[src/rtl/header_tuple_extractor.sv]
// Buffers the leading header beats of each packet and extracts the IPv4 5-tuple onto a sideband.
// Optional build macro HDR_VLAN_EN: parse one 802.1Q tag ahead of the IPv4 ethertype.
module header_tuple_extractor #(
   parameter int unsigned C_S_AXIS_DATA_WIDTH  = 256,
   parameter int unsigned C_S_AXIS_TUSER_WIDTH = 128,
   parameter int unsigned CNT_WIDTH            = 32
) (
   input  logic                              axi_aclk,
   input  logic                              axi_reset,
   input  logic [C_S_AXIS_DATA_WIDTH-1:0]    s_axis_tdata,
   input  logic [C_S_AXIS_DATA_WIDTH/8-1:0]  s_axis_tstrb,
   input  logic [C_S_AXIS_TUSER_WIDTH-1:0]   s_axis_tuser,
   input  logic                              s_axis_tvalid,
   input  logic                              s_axis_tlast,
   output logic                              s_axis_tready,
   output logic [C_S_AXIS_DATA_WIDTH-1:0]    m_axis_tdata,
   output logic [C_S_AXIS_DATA_WIDTH/8-1:0]  m_axis_tstrb,
   output logic [C_S_AXIS_TUSER_WIDTH-1:0]   m_axis_tuser,
   output logic                              m_axis_tvalid,
   output logic                              m_axis_tlast,
   input  logic                              m_axis_tready,
   output logic [103:0]                      m_hdr_tuple,
   output logic                              m_hdr_valid,
   input  logic                              cfg_drop_non_ip,
   input  logic                              stat_clear,
   output logic [CNT_WIDTH-1:0]              stat_pkt_cnt,
   output logic [CNT_WIDTH-1:0]              stat_drop_cnt
);

   localparam int unsigned W  = C_S_AXIS_DATA_WIDTH;
   localparam int unsigned SW = W / 8;
   localparam int unsigned TU = C_S_AXIS_TUSER_WIDTH;
`ifdef HDR_VLAN_EN
   localparam int unsigned HDR_BYTES = 42;
`else
   localparam int unsigned HDR_BYTES = 38;
`endif
   localparam int unsigned HDR_BEATS = (HDR_BYTES * 8 + W - 1) / W;
   localparam int unsigned IDX_W     = (HDR_BEATS > 1) ? $clog2(HDR_BEATS) : 1;
   localparam int unsigned HDR_W     = HDR_BEATS * W;
   localparam logic [IDX_W-1:0] LAST_IDX = IDX_W'(HDR_BEATS - 1);

   typedef enum logic [2:0] {StCapture, StParse, StFlush, StPass, StDrop} state_e;

   state_e             state_q, state_d;
   logic [IDX_W-1:0]   wr_idx_q, wr_idx_d;
   logic [IDX_W-1:0]   rd_idx_q, rd_idx_d;
   logic [IDX_W-1:0]   last_idx_q, last_idx_d;
   logic [103:0]       tuple_q, tuple_d;

   logic [W-1:0]       buf_data_q [HDR_BEATS];
   logic [SW-1:0]      buf_strb_q [HDR_BEATS];
   logic [TU-1:0]      buf_user_q [HDR_BEATS];
   logic               buf_last_q [HDR_BEATS];

   logic [HDR_W-1:0]   hdr_flat;
   logic               plain_ip, short_pkt, is_ip;
   logic [103:0]       tuple_c;
   logic               drop_inc, pkt_inc;

   // Byte k of the buffered header; byte 0 is the MSB of beat 0.
   function automatic logic [7:0] hb(input logic [HDR_W-1:0] h, input int unsigned k);
      hb = h[HDR_W-1-8*k -: 8];
   endfunction

   // Tuple fields for an IPv4 header starting at byte 14+o; ports only for TCP/UDP.
   function automatic logic [103:0] fields(input logic [HDR_W-1:0] h, input int unsigned o);
      logic [7:0]  proto;
      logic [31:0] ports;
      proto = hb(h, 23 + o);
      ports = {hb(h, 34 + o), hb(h, 35 + o), hb(h, 36 + o), hb(h, 37 + o)};
      if (proto != 8'd6 && proto != 8'd17) ports = '0;
      fields = {hb(h, 26 + o), hb(h, 27 + o), hb(h, 28 + o), hb(h, 29 + o),
                hb(h, 30 + o), hb(h, 31 + o), hb(h, 32 + o), hb(h, 33 + o), proto, ports};
   endfunction

   always_comb begin
      hdr_flat = '0;
      for (int i = 0; i < HDR_BEATS; i++) hdr_flat[(HDR_BEATS-1-i)*W +: W] = buf_data_q[i];
   end

   always_comb begin
      short_pkt = (last_idx_q != LAST_IDX);
      plain_ip  = hb(hdr_flat, 12) == 8'h08 && hb(hdr_flat, 13) == 8'h00 &&
                  hb(hdr_flat, 14) == 8'h45;
`ifdef HDR_VLAN_EN
      begin
         logic vlan_ip;
         vlan_ip = hb(hdr_flat, 12) == 8'h81 && hb(hdr_flat, 13) == 8'h00 &&
                   hb(hdr_flat, 16) == 8'h08 && hb(hdr_flat, 17) == 8'h00 &&
                   hb(hdr_flat, 18) == 8'h45;
         is_ip   = !short_pkt && (plain_ip || vlan_ip);
         tuple_c = !is_ip ? '0 : (vlan_ip ? fields(hdr_flat, 4) : fields(hdr_flat, 0));
      end
`else
      is_ip   = !short_pkt && plain_ip;
      tuple_c = is_ip ? fields(hdr_flat, 0) : '0;
`endif
   end

   always_comb begin
      state_d       = state_q;
      wr_idx_d      = wr_idx_q;
      rd_idx_d      = rd_idx_q;
      last_idx_d    = last_idx_q;
      tuple_d       = tuple_q;
      drop_inc      = 1'b0;
      s_axis_tready = 1'b0;
      m_axis_tvalid = 1'b0;
      m_axis_tdata  = '0;
      m_axis_tstrb  = '0;
      m_axis_tuser  = '0;
      m_axis_tlast  = 1'b0;
      m_hdr_valid   = 1'b0;
      m_hdr_tuple   = '0;
      unique case (state_q)
         StCapture: begin
            s_axis_tready = 1'b1;
            if (s_axis_tvalid) begin
               wr_idx_d   = wr_idx_q + 1'b1;
               last_idx_d = wr_idx_q;
               if (s_axis_tlast || wr_idx_q == LAST_IDX) begin
                  wr_idx_d = '0;
                  state_d  = StParse;
               end
            end
         end
         StParse: begin
            tuple_d  = tuple_c;
            rd_idx_d = '0;
            if (!is_ip && cfg_drop_non_ip) begin
               drop_inc = 1'b1;
               state_d  = StDrop;
            end else begin
               state_d = StFlush;
            end
         end
         StFlush: begin
            m_axis_tvalid = 1'b1;
            m_axis_tdata  = buf_data_q[rd_idx_q];
            m_axis_tstrb  = buf_strb_q[rd_idx_q];
            m_axis_tuser  = buf_user_q[rd_idx_q];
            m_axis_tlast  = buf_last_q[rd_idx_q];
            m_hdr_valid   = (rd_idx_q == '0);
            m_hdr_tuple   = (rd_idx_q == '0) ? tuple_q : '0;
            if (m_axis_tready) begin
               if (rd_idx_q == last_idx_q) begin
                  state_d = buf_last_q[rd_idx_q] ? StCapture : StPass;
               end else begin
                  rd_idx_d = rd_idx_q + 1'b1;
               end
            end
         end
         StPass: begin
            s_axis_tready = m_axis_tready;
            m_axis_tvalid = s_axis_tvalid;
            m_axis_tdata  = s_axis_tdata;
            m_axis_tstrb  = s_axis_tstrb;
            m_axis_tuser  = s_axis_tuser;
            m_axis_tlast  = s_axis_tlast;
            if (s_axis_tvalid && m_axis_tready && s_axis_tlast) state_d = StCapture;
         end
         StDrop: begin
            if (buf_last_q[last_idx_q]) begin
               state_d = StCapture;
            end else begin
               s_axis_tready = 1'b1;
               if (s_axis_tvalid && s_axis_tlast) state_d = StCapture;
            end
         end
         default: state_d = StCapture;
      endcase
   end

   assign pkt_inc = s_axis_tvalid && s_axis_tready && s_axis_tlast;

   always_ff @(posedge axi_aclk) begin
      if (axi_reset) begin
         state_q    <= StCapture;
         wr_idx_q   <= '0;
         rd_idx_q   <= '0;
         last_idx_q <= '0;
         tuple_q    <= '0;
      end else begin
         state_q    <= state_d;
         wr_idx_q   <= wr_idx_d;
         rd_idx_q   <= rd_idx_d;
         last_idx_q <= last_idx_d;
         tuple_q    <= tuple_d;
      end
   end

   // Header buffer holds no control state, so it needs no reset.
   always_ff @(posedge axi_aclk) begin
      if (state_q == StCapture && s_axis_tvalid) begin
         buf_data_q[wr_idx_q] <= s_axis_tdata;
         buf_strb_q[wr_idx_q] <= s_axis_tstrb;
         buf_user_q[wr_idx_q] <= s_axis_tuser;
         buf_last_q[wr_idx_q] <= s_axis_tlast;
      end
   end

   always_ff @(posedge axi_aclk) begin
      if (axi_reset || stat_clear) begin
         stat_pkt_cnt  <= '0;
         stat_drop_cnt <= '0;
      end else begin
         if (pkt_inc && stat_pkt_cnt != '1) stat_pkt_cnt <= stat_pkt_cnt + 1'b1;
         if (drop_inc && stat_drop_cnt != '1) stat_drop_cnt <= stat_drop_cnt + 1'b1;
      end
   end

endmodule

[config.mk]
export PLATFORM = sky130hd
export DESIGN_NAME = header_tuple_extractor
export DESIGN_NICKNAME = d
export VERILOG_FILES = /design/src/rtl/header_tuple_extractor.sv
export SDC_FILE = /design/constraint.sdc
export NUM_CORES = 1
export LEC_CHECK = 0
export CORE_AREA = 2 2 392 394
export DETAILED_ROUTE_END_ITERATION = 10
export DIE_AREA = 0 0 394 396
export MAX_ROUTING_LAYER = met4
export SKIP_LAST_GASP = 1
export SYNTH_ARGS = -nofsm -noshare
export SYNTH_HDL_FRONTEND = slang
export SYNTH_SLANG_ARGS = --single-unit
[constraint.sdc]
create_clock -name axi_aclk -period 49.1 [get_ports axi_aclk]
set_input_delay 14.73 -clock axi_aclk [delete_from_list [all_inputs] [get_ports axi_aclk]]
set_output_delay 14.73 -clock axi_aclk [all_outputs]
set_load 0.01 [all_outputs]
; After elaboration in Yosys (flattened, before gate mapping)
; Memory sizes are Yosys's and may differ from the RTL's. A register that Yosys moved wholly into a read port is not among the register bits.
; Cells that the tools add are included.
[word_totals]
register_bits = 174
latchBits = 0
ramBits = 834
romBits = 0
input_bits = 423
out_inout_bits = 588
mem_count = 4
[classes]
n_addsub = 4
multipliers = 0
div_mod_pow = 0
magnitude_cmp = 0
n_eq_ne = 18
shift = 0
mux = 40
n_bitwise = 1
n_reduce_logical = 22
[memory_table]
columns = memory, words, word_bits, read_ports, rd_clocked_by_memory_dff, write_ports, line_no
row1 = buf_data_q, 2, 256, 3, 1, 1, 51  ; logic [W-1:0] buf_data_q [HDR_BEATS];
row2 = buf_user_q, 2, 128, 1, 1, 1, 53  ; logic [TU-1:0] buf_user_q [HDR_BEATS];
row3 = buf_strb_q, 2, 32, 1, 1, 1, 52  ; logic [SW-1:0] buf_strb_q [HDR_BEATS];
row4 = buf_last_q, 2, 1, 2, 2, 1, 54  ; logic buf_last_q [HDR_BEATS];
[op_table]
columns = cell, n
row1 = case mux 256 bit (2 select lines), 1
row2 = 2-to-1 mux 104 bit, 3
row3 = case mux 128 bit (2 select lines), 1
row4 = adder 32 x 1 -> 32 bit (second input constant), 2
row5 = inequality test 32 bit (second input constant), 2
row6 = case mux 32 bit (2 select lines), 1
row7 = 2-to-1 mux 32 bit, 1
row8 = 2-to-1 mux 3 bit, 8
row9 = 2-to-1 mux 1 bit, 19
row10 = case mux 3 bit (5 select lines), 1
row11 = logical AND 1 bit, 13
row12 = inequality test 2 bit (second input constant), 6
row13 = equality test 8 x 4 -> 1 bit (second input constant), 1
row14 = equality test 8 x 7 -> 1 bit (second input constant), 1
row15 = zero test 8 bit, 1
row16 = inequality test 8 x 3 -> 1 bit (second input constant), 1
row17 = inequality test 8 x 5 -> 1 bit (second input constant), 1
row18 = equality test 3 x 2 -> 1 bit (second input constant), 2
row19 = case mux 1 bit (2 select lines), 3
row20 = AND reduction 6 bit, 1
row21 = equality test 3 x 1 -> 1 bit (second input constant), 1
row22 = equality test 3 bit (second input constant), 1
row23 = zero test 3 bit, 1
row24 = inequality test 3 bit (second input constant), 1
row25 = 10 further kinds, 12

; Longest topological paths before layout
; Gate-level depths: netlist of run 1.
[depth]
ltp_word = 9
ltp_mapped = 9
ltp_nobuf = 6

; Worst setup path before layout of run 1
; OpenSTA, ideal clock, no wires.
[synth_timing]
path_kind = input -> register
start = input port s_axis_tvalid
end = memory buf_data_q[0][0] (netlist name) (enable)
setup_ps = 1206
t_arrival_ps = 32075
t_required_ps = 47894
slack_ps = 15819
cell_stages = 2
n_path_buf = 0
cell_sequence = nand2_1 nor2_1
[synth_via]
elab_chain_len = 3
[synth_lines]
columns = element, line_no
row1 = from (decl), 13  ; input logic s_axis_tvalid,
row2 = logical AND 1 bit, 195  ; if (state_q == StCapture && s_axis_tvalid) begin
row3 = 2-to-1 mux 1 bit, 195
row4 = 2-to-1 mux 1 bit (implied by the code), 196  ; buf_data_q[wr_idx_q] <= s_axis_tdata;
row5 = to (decl), 51
; Every way passes these cells.

; Final worst setup path of run 1
[layout_timing]
start = input port s_axis_tuser[93]
end = output port m_axis_tuser[93]
[layout_via]
elab_chain_len = 1
[layout_lines]
columns = element, line_no
row1 = from (decl), 12  ; input logic [C_S_AXIS_TUSER_WIDTH-1:0] s_axis_tuser,
row2 = case mux 128 bit (2 select lines), 116  ; unique case (state_q)
row3 = to (decl), 18  ; output logic [C_S_AXIS_TUSER_WIDTH-1:0] m_axis_tuser,
; Every way passes these cells.

==> results.json, run 1 <==
{
  "post_cts_resized": 0,
  "die_w_um": 394,
  "initial_core_util_pct": 27.61,
  "p_seq_share_pct": 44.1,
  "nFillCells": 14610,
  "holdPathStages": 2,
  "tightest_slew_ps": 1213,
  "netlist.top_cell.by_area": "edfxtp_1",
  "drt_iter0_markers": 2360,
  "ant_nets": 0,
  "post_cts_buffers": 0,
  "clock_latency_ps": 740,
  "worstPathRequired_ps": 34370,
  "gp_congestion": 0.9458,
  "io_pins": 1011,
  "peakVddDrop_v": 0.00002915,
  "holdPathEnd": "tuple_q[46]",
  "setup_viol": 0,
  "synth_edf_count": 834,
  "r2r_cells": 6,
  "clock_sinks": 1010,
  "fin_area_um2": 57710,
  "yosys_warnings": 0,
  "dp_slack_ps": 17780,
  "synth_cell_types": 57,
  "crit_path_start": "s_axis_tuser[93]",
  "ys_seq_area_share_pct": 68.28,
  "crit_arrival_ps": 16500,
  "finalWorstSetupSlack_ps": 17870,
  "coreArea_um2": 151500,
  "final_max_slew_viol_count": 0,
  "vias": 30980,
  "post-route-period-util_pct": 63.60,
  "vias_per_cell": 4.881,
  "clock.fmax_ghz": 0.03202,
  "final_hold_viol_count": 0,
  "final_net_count": 4642,
  "dr.pass1.iters": 5,
  "yosysTopAreaCellShare_pct": 59.86,
  "dpl_cell_area_um2": 54030,
  "internal-power_mw": 1.786,
  "hold_buffers": 0,
  "cts_tree": "done",
  "synth_top_family_by_area": "simple AND/OR/NAND/NOR gates",
  "synth_compound_area_share_pct": 8.428,
  "cts_root_buf": "clkbuf_16",
  "groute.usage.overall_pct": 19.38,
  "total_power_mw": 2.528,
  "cp_common_cell": "clkdlybuf4s50_1",
  "synthTopCellsByArea": "edfxtp_1 60%, mux2i_1 10%, dfxtp_1 8.4%",
  "area_delta_synth_final_pct": 37.93,
  "cp_cell_sequence": "clkdlybuf4s50_1, nand2_1, o21ai_0, clkdlybuf4s50_1",
  "ys_ff_latch": 1010,
  "cts_buffers": 112,
  "crit_family": "buffers and inverters",
  "clockPowerShare_pct": 33.0,
  "antenna_found_initial": 34,
  "die_area_um2": 156000,
  "wl_per_cell_um": 24.30,
  "worstHoldPathType": "reg2reg",
  "avgSynthCellArea_um2": 12.79,
  "r2r_start": "buf_data_q[0][146]",
  "r2r_end": "tuple_q[66]",
  "reg2reg_slack_ps": 44670,
  "min_period_ps": 31230,
  "grt_max_degree": 150,
  "cts_htree_levels": 3,
  "syn-instance-count": 3272,
  "slowest_stage": "clkdlybuf4s50_1",
  "place_hpwl_mm": 107.3,
  "utilization_pct": 38.08,
  "tns_ps": 0,
  "p_sw_mw": 0.7414,
  "postSynth.asyncResetShare_pct": 0,
  "cp_num_buf_inv": 2,
  "drive_gt1_share_pct": 5.279,
  "final_cell_mix": "1009 x clkdlybuf4s50_1, 834 x edfxtp_1, 543 x nand2_1",
  "cts.clk_slew.worst_paths_ps": 60,
  "yosys.area_share.adder_pct": 0.05981,
  "path_max_fanout": 3,
  "status": "complete, no violations",
  "cp-end-kind": "output port",
  "yosys.area_share.simple_pct": 10.70,
  "finalWirelength_mm": 154.2,
  "first_global_vias": 29560,
  "cap_violations": 0,
  "max_stage_delay_ps": 710,
  "cts_buffer_depth": 3,
  "path_class": "in2out",
  "die_h_um": 396,
  "drc_errors": 0,
  "syn-num-nets": 3697,
  "rows": 143,
  "ys.flop_type": "edfxtp_1",
  "p_sw_share_pct": 29.33,
  "port-buffer-count": 1010,
  "skew_ps": 40.58,
  "mostFrequentLayoutCell": "clkdlybuf4s50_1",
  "grt_remaining_overflow": 0,
  "rsz0062_at_grt": "no",
  "grt_pass1_wl_mm": 214.9,
  "slew_headroom_pct": 18.58,
  "p_comb_share_pct": 22.9,
  "synth_mux_area_share_pct": 10.34,
  "holdCritStartpoint": "tuple_q[46]",
  "p_leak_nw": 17.51,
  "synth_area_um2": 41840,
  "start_kind": "input pin",
  "synthXorXnorAreaFrac_pct": 0.02093,
  "power.density_nw_per_um2": 43.80
}
-- worst max-delay path by stage --
stage	endpoint	cells after the start	slack, ps
floorplan	buf_data_q[0][0]	2	15820
global placement	m_axis_tuser[93]	4	17750
detailed placement	m_axis_tuser[93]	4	17780
CTS	m_axis_tuser[93]	4	17760
global route	m_axis_tuser[93]	4	17770
finish	m_axis_tuser[93]	4	17870
-- cell usage after synthesis (all sizes together) (3+ instances only) --
master and n:
dfxtp 176, o31ai 28, o211ai 7, a22oi 32
nor2 53, or3 27, or4 29, o21a 3
o2111ai 3, o41ai 5, and3 9, a211oi 5
and4 9, nor4 22, buf 36, o311ai 6
inv 10, nand4 25, o21ai 434, nand3 95
mux2i 432, or2 3, clkbuf 182, a21oi 118
nand2 544, and2 111, nor3 9, edfxtp 834
-- logic make-up after synthesis --
group	after synthesis
muxes	432
buffers and inverters	228
xor gates and xnor gates	1
and+or+nand+nor	950
DFF	1010
AOI/OAI and AO/OA	649
adders and majority gates	2
-- worst register-to-register path, delay by kind of cell (launching register included) --
kind                   cells  cell delay (ps)
AND/OR/NAND/NOR            4             2760
buffers and inverters      1              780
flip-flops                 1              590
AO/OA/AOI/OAI              1              200
-- cell type report --
cell class | count | area, um^2 | area share [%]
clock inverters | 49 | 604.3 | 1.047
diodes | 16 | 40.04 | 0.06938
flip-flops and latches | 1010 | 28570 | 49.51
repair buffers | 1049 | 10470 | 18.14
well taps | 2030 | 2540 | 4.402
multi-input cells | 2034 | 12410 | 21.50
clock buffers | 148 | 3029 | 5.249
inverters | 10 | 45.04 | 0.07806
-- state kept, by name (all words and copies together) (netlist names), 2 cells and up, named ones only --
signal / flops
buf_user_q: 256
buf_last_q: 2
state_q: 3
stat_drop_cnt: 32
tuple_q: 104
buf_data_q: 512
stat_pkt_cnt: 32
buf_strb_q: 64
-- power by group through the flow --
stage | Sequential [mW] | Combinational [mW] | Clock [mW]
3_3_place_gp | 1.13 | 0.582 | 0
2_1_floorplan | 1.19 | 0.238 | 0
6_report | 1.11 | 0.578 | 0.835
4_1_cts | 1.12 | 0.585 | 0.857
5_1_grt | 1.13 | 0.616 | 0.888
3_5_place_dp | 1.13 | 0.582 | 0
-- per-layer routing --
metal / track usage, % / share of wire (%) / vias to the layer above / wire, um
met1: 23.07 / 40 / 15500 / 62220
met4: 6.178 / 2.7 / 0 / 4235
met2: 31.31 / 49 / 1164 / 75190
met5: - / 0 / - / 0
met3: 5.947 / 8.2 / 225 / 12580
li1: - / - / 14090 / -
-- stage by stage --
stage / hold slack (ps) / instances
final: 446.3 / 6346
after global routing: 462.8 / 6345
after CTS: 447.7 / 6330
after detailed placement: 438.8 / 6133
after global placement: 433.3 / 6133
after floorplan: 427.3 / 3272
Note: power is estimated with default switching activity, not from simulation.
==> run 2: changes to the inputs <==
--- a/config.mk
+++ b/config.mk
@@ -5,9 +5,9 @@
 export SDC_FILE = /design/constraint.sdc
 export NUM_CORES = 1
 export LEC_CHECK = 0
-export CORE_AREA = 2 2 392 394
+export CORE_AREA = 2 2 390 392
 export DETAILED_ROUTE_END_ITERATION = 10
-export DIE_AREA = 0 0 394 396
+export DIE_AREA = 0 0 392 394
 export MAX_ROUTING_LAYER = met4
 export SKIP_LAST_GASP = 1
 export SYNTH_ARGS = -nofsm -noshare
==> constraint.sdc (replaced) <==
create_clock -name axi_aclk -period 26.4 [get_ports axi_aclk]
set_input_delay 7.92 -clock axi_aclk [delete_from_list [all_inputs] [get_ports axi_aclk]]
set_output_delay 7.92 -clock axi_aclk [all_outputs]
set_load 0.01 [all_outputs]
==> run 2 against run 1 <==
  * Combinational power up 85%
  * Global-route usage decreased by 0.12 points
  * Via count shrank 1.4%
  * Utilization increased by 0.47 points
  * Worst hold slack worse by 1.5 ps
  * Critical endpoint is now m_axis_tdata[25]
  * Largest cell class unchanged
  * Largest power group unchanged
==> results.json, run 2 (same netlist as run 1, synthesis figures left out) <==
{
  "gp_congestion": 0.8753,
  "cp_cell_sequence": "clkdlybuf4s50_1, nand2_1, o21ai_0, clkdlybuf4s50_1",
  "start_kind": "input pin",
  "mostFrequentLayoutCell": "clkdlybuf4s50_1",
  "hold_buffers": 0,
  "drc_errors": 0,
  "clock.fmax_ghz": 0.05661,
  "groute.usage.overall_pct": 19.26,
  "grt_max_degree": 147,
  "worstPathRequired_ps": 18480,
  "coreArea_um2": 150700,
  "nFillCells": 14430,
  "worstHoldPathType": "reg2reg",
  "reg_top3": "buf_data_q x512, buf_user_q x256, tuple_q x104",
  "finalWirelength_mm": 150.3,
  "cp_num_buf_inv": 2,
  "cts.clk_slew.worst_paths_ps": 60,
  "cts_buffer_depth": 3,
  "die_area_um2": 154400,
  "total_power_mw": 4.819,
  "post-route-period-util_pct": 66.91,
  "vias_per_cell": 4.799,
  "cp_common_cell": "clkdlybuf4s50_1",
  "io_pins": 1011,
  "final_net_count": 4643,
  "crit_family": "buffers and inverters",
  "slew_headroom_pct": 20.96,
  "fin_hold_ws_ps": 444.8,
  "cts_tree": "done",
  "path_max_fanout": 3,
  "post_cts_resized": 0,
  "port-buffer-count": 1010,
  "drt_iter0_markers": 2254,
  "place_inst": 6134,
  "largest_reg_flops": 512,
  "antenna_found_initial": 33,
  "crit_arrival_ps": 9740,
  "cap_violations": 0,
  "final_max_slew_viol_count": 0,
  "die_h_um": 394,
  "final_cells": 6362,
  "skew_ps": 72.95,
  "grt_pass1_wl_mm": 212.2,
  "place_hpwl_mm": 103.3,
  "regMostFlops": "buf_data_q",
  "wl_per_cell_um": 23.63,
  "rows": 143,
  "area_delta_synth_final_pct": 38.79,
  "peakVddDrop_v": 0.00005855,
  "p_leak_nw": 17.68,
  "power.density_nw_per_um2": 82.99,
  "cts_buffers": 112,
  "cts_root_buf": "clkbuf_16",
  "max_stage_delay_ps": 850,
  "tns_ps": 0,
  "final_hold_viol_count": 0,
  "grt_remaining_overflow": 0,
  "dr.pass1.iters": 6,
  "rsz0062_at_grt": "no",
  "tightest_slew_ps": 1186,
  "die_w_um": 392,
  "path_class": "in2out",
  "status": "complete, no violations",
  "vias": 30530,
  "first_global_vias": 29760,
  "drive_gt1_share_pct": 5.720,
  "setup_viol": 0,
  "initial_core_util_pct": 27.77,
  "clock_latency_ps": 760,
  "post_cts_buffers": 0,
  "cts_htree_levels": 3,
  "clock_sinks": 1010,
  "final_cell_mix": "1009 x clkdlybuf4s50_1, 834 x edfxtp_1, 543 x nand2_1",
  "min_period_ps": 17660,
  "ant_nets": 0,
  "slowest_stage": "clkdlybuf4s50_1",
  "cp-end-kind": "output port"
}
## run 2: path summary, 6_finish.rpt
kind	startpoint	cells after the start	slack (ps)	end
worst max-delay path	s_axis_tdata[25]	4	8740	m_axis_tdata[25]
worst min-delay path	tuple_q[62]	2	440	tuple_q[62]
worst max register to register	buf_data_q[0][141]	7	21610	tuple_q[70]
worst min register to register	tuple_q[62]	2	440	tuple_q[62]
## run 2: cell type report
class | count | area [um^2] | area share, %
Antenna cell | 14 | 35.03 | 0.06033
Clock buffer | 134 | 2955 | 5.090
Clock inverter | 80 | 1037 | 1.786
Inverter | 10 | 45.04 | 0.07757
Multi-Input combinational cell | 2034 | 12410 | 21.37
Sequential cell | 1010 | 28570 | 49.20
Tap cell | 2030 | 2540 | 4.374
Timing Repair Buffer | 1050 | 10470 | 18.04
## run 2: power breakdown
part / switching, mW / internal, mW / total [mW]
clock: 0.678 / 1.00 / 1.68
combinational: 0.637 / 0.432 / 1.07
sequential: 0.0802 / 1.99 / 2.07
## run 2: through the flow
step                cell area, um^2  util [%]  setup WS (ps)
finish                        58070     38.54           8736
global route                  58060     38.54           8649
CTS                           58030     38.52           8707
detailed placement            54040     35.87           8709
global placement              54040     35.87           8685
floorplan                     41840         -           7008
## run 2: worst register-to-register path: stages (launching register included)
cell and delay [ps]:
edfxtp_1 430, nor4b_1 890, nand3_1 800, nor2_4 800, buf_4 380, buf_4 630
nand3_1 570, a21oi_1 270
## run 2: routing by layer
metal	up-vias	GRT usage (%)	wire length (um)
met5	-	-	0
met4	0	6.126	4380
met3	199	6.403	14270
met2	1138	31.11	72900
met1	15080	22.54	58780
li1	14110	-	-
==> run 3: changes to the inputs <==
--- a/config.mk
+++ b/config.mk
@@ -5,9 +5,9 @@
 export SDC_FILE = /design/constraint.sdc
 export NUM_CORES = 1
 export LEC_CHECK = 0
-export CORE_AREA = 2 2 390 392
+export CORE_AREA = 2 2 392 394
 export DETAILED_ROUTE_END_ITERATION = 10
-export DIE_AREA = 0 0 392 394
+export DIE_AREA = 0 0 394 396
 export MAX_ROUTING_LAYER = met4
 export SKIP_LAST_GASP = 1
 export SYNTH_ARGS = -nofsm -noshare
==> constraint.sdc (replaced) <==
create_clock -name axi_aclk -period 17.5 [get_ports axi_aclk]
set_input_delay 5.25 -clock axi_aclk [delete_from_list [all_inputs] [get_ports axi_aclk]]
set_output_delay 5.25 -clock axi_aclk [all_outputs]
set_load 0.01 [all_outputs]
==> run 3 against run 2 <==
  * Clock-buffer cell count grew 7
  * Clock power is 42% higher
  * Critical path depth stayed put
  * Design area down 0.42%
  * Combinational power rose by 52%
  * Die area is 1.0% higher
  * Wire length is 3.0% higher
  * Via count barely moved
  * Flip-flop and latch count is the same
  * Setup slack got worse by 3700 ps
  * Highest routed layer unchanged
==> results.json, run 3 (same netlist as run 1, synthesis figures left out) <==
{
  "status": "complete, no violations",
  "drc_errors": 0,
  "path_class": "in2out",
  "place_inst": 6132,
  "cts.clk_slew.worst_paths_ps": 70,
  "place_hpwl_mm": 105.4,
  "post_cts_buffers": 0,
  "worstPathRequired_ps": 12250,
  "crit_family": "buffers and inverters",
  "cts_buffers": 111,
  "worstHoldPathType": "reg2reg",
  "regMostFlops": "buf_data_q",
  "coreArea_um2": 151500,
  "drive_gt1_share_pct": 5.339,
  "final_net_count": 4640,
  "final_cell_mix": "1009 x clkdlybuf4s50_1, 834 x edfxtp_1, 543 x nand2_1",
  "vias": 30520,
  "cp-end-kind": "output port",
  "area_delta_synth_final_pct": 38.21,
  "cp_cell_sequence": "clkdlybuf4s50_1, nand2_1, o21ai_1, clkdlybuf4s50_1",
  "tns_ps": 0,
  "slowest_stage": "clkdlybuf4s50_1",
  "finalWorstSetupSlack_ps": 5046,
  "clock_sinks": 1010,
  "final_max_slew_viol_count": 0,
  "clock_latency_ps": 760,
  "rows": 143,
  "reg_top3": "buf_data_q x512, buf_user_q x256, tuple_q x104",
  "dpl_cell_area_um2": 54070,
  "crit_arrival_ps": 7200,
  "grt_max_degree": 149,
  "slew_headroom_pct": 26.05,
  "dr.pass1.iters": 5,
  "cts_tree": "done",
  "r2r_end": "tuple_q[61]",
  "hold_buffers": 0,
  "post_cts_resized": 0,
  "wl_per_cell_um": 24.31,
  "rsz0062_at_grt": "no",
  "finalWirelength_mm": 154.8,
  "die_h_um": 396,
  "post-route-period-util_pct": 71.17,
  "cts_buffer_depth": 3,
  "drt_iter0_markers": 2373,
  "holdPathStages": 2,
  "final_hold_viol_count": 0,
  "r2r_cells": 7,
  "final_cells": 6366,
  "peakVddDrop_v": 0.00008365,
  "grt_remaining_overflow": 0,
  "path_max_fanout": 3,
  "die_w_um": 394,
  "dp_slack_ps": 5100,
  "p_leak_nw": 17.53,
  "holdPathEnd": "tuple_q[34]",
  "port-buffer-count": 1010,
  "antenna_found_initial": 43,
  "power.density_nw_per_um2": 123.3,
  "io_pins": 1011,
  "cap_violations": 0,
  "die_area_um2": 156000,
  "skew_ps": 62.06,
  "first_global_vias": 29490,
  "reg2reg_slack_ps": 13100,
  "cts_root_buf": "clkbuf_16",
  "max_stage_delay_ps": 700,
  "holdCritStartpoint": "tuple_q[34]",
  "groute.usage.overall_pct": 19.54,
  "fin_hold_ws_ps": 447.6,
  "utilization_pct": 38.16,
  "cts_htree_levels": 3,
  "vias_per_cell": 4.794,
  "setup_viol": 0,
  "cp_common_cell": "clkdlybuf4s50_1",
  "ant_nets": 0,
  "grt_pass1_wl_mm": 217.8,
  "largest_reg_flops": 512,
  "tightest_slew_ps": 1109,
  "fin_area_um2": 57830,
  "initial_core_util_pct": 27.61,
  "total_power_mw": 7.133,
  "cp_num_buf_inv": 2,
  "start_kind": "input pin",
  "r2r_start": "buf_data_q[0][140]",
  "gp_congestion": 0.9401,
  "min_period_ps": 12450,
  "mostFrequentLayoutCell": "clkdlybuf4s50_1",
  "clock.fmax_ghz": 0.08029
}
run 3: cell types whose count changed in the layout (fill, tap and decap cells not counted), moves of 3 or more:
cell       delta
bufinv_16     -9
buf_12        +4
inv_6         +3
diode_2      +14
clkinv_2      -6
buf_4         -6
clkbuf_1      +9
run 3: worst max path at each step:
stage	startpoint	end	slack, ps	cells past startpoint
after global routing	s_axis_tdata[17]	m_axis_tdata[17]	5040	4
after floorplan	s_axis_tvalid	buf_data_q[0][0]	780	2
after detailed placement	s_axis_tdata[17]	m_axis_tdata[17]	5100	4
after global placement	s_axis_tdata[17]	m_axis_tdata[17]	5090	4
after CTS	s_axis_tdata[17]	m_axis_tdata[17]	5100	4
final	s_axis_tdata[17]	m_axis_tdata[17]	5050	4
run 3: final cells by class:
cell class | instances | area (um^2)
multi-input cells | 2034 | 12410
well taps | 2030 | 2540
repair buffers | 1048 | 10510
flip-flops and latches | 1010 | 28570
clock inverters | 65 | 730.7
diodes | 28 | 70.07
clock buffers | 141 | 2950
fillers | 14460 | 93720
inverters | 10 | 45.04
run 3: worst min-delay path: cells and delay by family, from the launching register on:
family             cells  cell delay (ps)
DFF                    1              310
and+or+nand+nor        1               50
AOI/OAI and AO/OA      1               50
run 3: layer usage:
layer | track usage, % | up-vias | share of wire [%]
met5 | - | - | 0
met3 | 6.066 | 220 | 8.5
met1 | 22.75 | 15080 | 39
met4 | 6.253 | 0 | 2.3
met2 | 32.12 | 1128 | 50
li1 | - | 14090 | -
run 3: where the power goes:
group	internal (mW)	leakage, nW	switching, mW
registers	3.00	9.12	0.119
clock network	1.36	1.78	1.02
logic	0.656	6.63	0.973
